==> config.mk <==
export PLATFORM = sky130hd
export DESIGN_NAME = uart_txq
export DESIGN_NICKNAME = d
export VERILOG_FILES = /design/src/rtl/uart_txq.sv
export SDC_FILE = /design/constraint.sdc
export NUM_CORES = 1
export LEC_CHECK = 0
export CAP_MARGIN = 15
export CORE_UTILIZATION = 60
export DETAILED_ROUTE_END_ITERATION = 10
export PLACE_DENSITY = 0.82
export SETUP_SLACK_MARGIN = 0.15
export SLEW_MARGIN = 20
export SYNTH_ARGS = -nofsm -noshare
export SYNTH_HDL_FRONTEND = slang
export SYNTH_SLANG_ARGS = --single-unit
==> constraint.sdc <==
create_clock -name clk -period 7.7 [get_ports clk]
set_clock_uncertainty 0.2 [all_clocks]
set_input_delay 1.54 -clock clk [delete_from_list [all_inputs] [get_ports clk]]
set_output_delay 1.54 -clock clk [all_outputs]
set_load 0.02 [all_outputs]
==> src/rtl/uart_txq.sv <==
// rtl/uart_txq.sv - byte FIFO and trmt/tx_done handshake driver feeding the UART transmitter.
// Optional sticky overflow flag: define UART_TXQ_OVF_FLAG_EN.
module uart_txq #(
   parameter int DEPTH = 8,
   parameter int AW    = 3
) (
   input  logic          clk,
   input  logic          rst_n,
   input  logic          wr_en,
   input  logic [7:0]    wr_data,
   output logic          full,
   output logic          empty,
   output logic [AW:0]   count,
   output logic          trmt,
   output logic [7:0]    tx_data,
   input  logic          tx_done,
   output logic          busy
`ifdef UART_TXQ_OVF_FLAG_EN
   ,
   input  logic          ovf_clr,
   output logic          ovf
`endif
);

   typedef enum logic [1:0] {IDLE, SEND, HOLD, WAIT} state_t;

   state_t        state, state_nxt;
   logic [7:0]    mem [DEPTH];
   logic [AW-1:0] wr_ptr, rd_ptr;
   logic          pop, push;

   // Flags decode the registered count only, so a push is seen by the pop logic one cycle later.
   assign empty = (count == '0);
   assign full  = (count == (AW+1)'(DEPTH));
   assign busy  = (state != IDLE);
   assign push  = wr_en && (!full || pop);

   always_ff @(posedge clk) begin
      if (!rst_n) state <= IDLE;
      else        state <= state_nxt;
   end

   always_comb begin
      state_nxt = state;
      trmt      = 1'b0;
      pop       = 1'b0;
      case (state)
         IDLE: begin
            if (!empty) begin
               pop       = 1'b1;
               state_nxt = SEND;
            end
         end
         SEND: begin
            trmt      = 1'b1;
            state_nxt = HOLD;
         end
         // The transmitter still shows the previous byte's tx_done here.
         HOLD: state_nxt = WAIT;
         WAIT: if (tx_done) state_nxt = IDLE;
         default: state_nxt = IDLE;
      endcase
   end

   always_ff @(posedge clk) begin
      if (push) mem[wr_ptr] <= wr_data;
   end

   always_ff @(posedge clk) begin
      if (!rst_n) begin
         wr_ptr  <= '0;
         rd_ptr  <= '0;
         count   <= '0;
         tx_data <= 8'h00;
      end else begin
         if (push) wr_ptr <= wr_ptr + 1'b1;
         if (pop) begin
            rd_ptr  <= rd_ptr + 1'b1;
            tx_data <= mem[rd_ptr];
         end
         case ({push, pop})
            2'b10:   count <= count + 1'b1;
            2'b01:   count <= count - 1'b1;
            default: count <= count;
         endcase
      end
   end

`ifdef UART_TXQ_OVF_FLAG_EN
   always_ff @(posedge clk) begin
      if (!rst_n)                      ovf <= 1'b0;
      else if (wr_en && full && !pop)  ovf <= 1'b1;
      else if (ovf_clr)                ovf <= 1'b0;
   end
`endif

endmodule
==> impl_metrics.toml <==
[routing]
wire_per_inst_um = 18.7
drtIter0Drc = 132
drt-total-wl_um = 6080
routed-via-count = 1904
ant_nets = 0
post_drt_via_cell_ratio = 5.86
drtPass1Iterations = 4
drc_errors = 0

[clock_tree]
cts.sinks = 84
clkSlewWorstSetupHoldPaths_ns = 0.08
post_cts_resized = 0
cts.htree.levels = 3
ctsHoldBuffers = 0
worstSkewPairLatency_ns = 0.35
root_buffer = "clkbuf_8"
post_cts_buffers = 0
cts_made_buffers = 9
cts_tree = "built"
clock_path_buffers = 2

[die]
initial_core_util = 0.631
dieHeight_um = 78.5
dieArea_um2 = 6170
io_pins = 28
rows = 27
die_w_um = 78.5
core-area_um2 = 5570

[sta]
setup_tns_ns = 0
max_slew.worst_pin.slew_ns = 0.888
slew_violations = 0
finalCritPeriodShare = 0.499
maxSlewHeadroom = 0.406
final-setup-viol-count = 0
period_needed_ns = 3.85
rsz0062_at_grt = "no"
hold_ws_ns = 0.350
hold_violations = 0
fmax_mhz = 260

[worst_setup_path]
timing_worst_setup_path_type = "flip-flop to output pin"
arrival_ns = 2.11
start_kind = "flip-flop"
critPathMaxFanout = 10
required_ns = 5.96
end_kind = "output pin"

[final_layout]
final_area_um2 = 4060
antenna_cells = 0
nets = 270
final_util = 0.729
syn2layout_area_growth_pct = 15.6
drive_gt1_frac = 0.170

[power_and_ir_drop]
p_per_area_nw_per_um2 = 350
p_total_mw = 1.42
total_leakage_power_nw = 1.35
peakVddDrop_uv = 276

[job]
cap_violations = 0

[grt]
grt_usage = 0.219
overflow = 0
grt_pass1_wl_um = 9560
antenna_found_initial = 0
grt_max_degree = 21
grt_pass1_vias = 1908

[outcome]
status = "finished clean"

[logic_synthesis]
synth_nets = 242
synth_top_area_share = 0.547
syn-cell-area_um2 = 3510
synth-edff-count = 64
ys_types = 37
synth_area_leaders = "edfxtp_1 (55%), dfxtp_1 (11%), mux4_2 (10%), ha_1 (3.2%), mux2i_1 (2.8%)"
async_flop_share = 0
ys_ff_latch = 84
yosys_warnings = 0
synth_common_cells = "edfxtp_1 (64), dfxtp_1 (20), mux4_2 (16), nor2_1 (14), a21oi_1 (13)"
synth.most_common_cell = "edfxtp_1"
netlist.top_cell.by_area = "edfxtp_1"
syn_inst = 220
ys.flop_type = "edfxtp_1"
avgSynthCellArea_um2 = 16.0
ys_seq_area_frac = 0.661

[placed_design]
portBuffers = 27
dp_hpwl_um = 3980
gp_congestion = 0.791
placed_area_um2 = 3830

[worst_hold_path]
hold_path_class = "flip-flop to flip-flop"
[report_power, final]
| part | switching, mW | internal (mW) | total (mW) |
|---|---|---|---|
| sequential | 0.0578 | 0.543 | 0.601 |
| clock | 0.156 | 0.192 | 0.348 |
| combinational | 0.246 | 0.228 | 0.473 |
[layer usage]
metal	part of all wire	up-vias	GRT usage
met5	0	-	0
met4	0.016	0	0.0926
met3	0.043	11	0.0547
met2	0.50	51	0.353
met1	0.44	944	0.284
li1	-	898	-
[registers in the layout (all words and copies together), names as in the netlist]
| signal | flops |
|---|---|
| rd_ptr | 3 |
| state | 2 |
| mem | 64 |
| wr_ptr | 3 |
| tx_data | 8 |
| count | 4 |
[stage by stage]
step	setup slack, ns	cells
after floorplan	4.34	220
after global placement	3.70	309
after detailed placement	3.62	309
after CTS	3.87	325
after global routing	3.76	325
final	3.85	325
[kinds of logic (layout without fill, tap and decap cells)]
| kind of cell | Yosys count | after routing | synth area share |
|---|---|---|---|
| flip-flops | 84 | 84 | 0.661 |
| multiplexers | 26 | 26 | 0.131 |
| buffers and inverters | 21 | 54 | 0.0295 |
| adder cells (fa/ha/maj) | 10 | 10 | 0.0377 |
| XOR/XNOR | 7 | 7 | 0.0174 |
| AO/OA/AOI/OAI | 35 | 35 | 0.0716 |
| AND/OR/NAND/NOR | 37 | 37 | 0.0520 |
[path summary, 6_finish.rpt]
check	from	end	slack [ns]	cells past startpoint
min	state[0]$_SDFFE_PN0P_	state[0]$_SDFFE_PN0P_	0.35	2
min reg2reg	state[0]$_SDFFE_PN0P_	state[0]$_SDFFE_PN0P_	0.35	2
max	count[0]$_SDFFE_PN0P_	full	3.85	3
max reg2reg	state[0]$_SDFFE_PN0P_	count[3]$_SDFFE_PN0P_	4.63	10
[layout by cell type, fill, tap and decap left out, drive strengths merged, types with 2 or more instances in the layout]
| master | netlist | routed |
|---|---|---|
| clkdlybuf4s50 | 0 | 27 |
| nand2b | 3 | 3 |
| o211ai | 2 | 2 |
| inv | 7 | 8 |
| o21ai | 11 | 11 |
| xor2 | 3 | 3 |
| edfxtp | 64 | 64 |
| dfxtp | 20 | 20 |
| mux2i | 10 | 10 |
| clkbuf | 3 | 10 |
| buf | 10 | 3 |
| a211oi | 3 | 3 |
| ha | 9 | 9 |
| nand3 | 2 | 2 |
| nor3 | 5 | 5 |
| a21oi | 13 | 13 |
| nor4 | 2 | 2 |
| clkinv | 1 | 4 |
| xnor2 | 4 | 4 |
| nand2 | 6 | 6 |
| mux4 | 16 | 16 |
| nor2 | 14 | 14 |
| bufinv | 0 | 2 |
| nand4b | 2 | 2 |
[worst max-delay path, stage by stage, from the launching register on]
cell	delay [ns]
dfxtp_1	0.43
nor3_1	0.53
and2_1	0.20
clkdlybuf4s50_1	0.59
[cell type report]
cell class | instances | area (um^2)
Inverter | 8 | 30.0
Multi-Input combinational cell | 115 | 1100
Timing Repair Buffer | 30 | 293
Fill cell | 345 | 1510
Sequential cell | 84 | 2320
Clock inverter | 6 | 86.3
Clock buffer | 10 | 138
Tap cell | 72 | 90.1
Power figures use the tool's default switching activity.
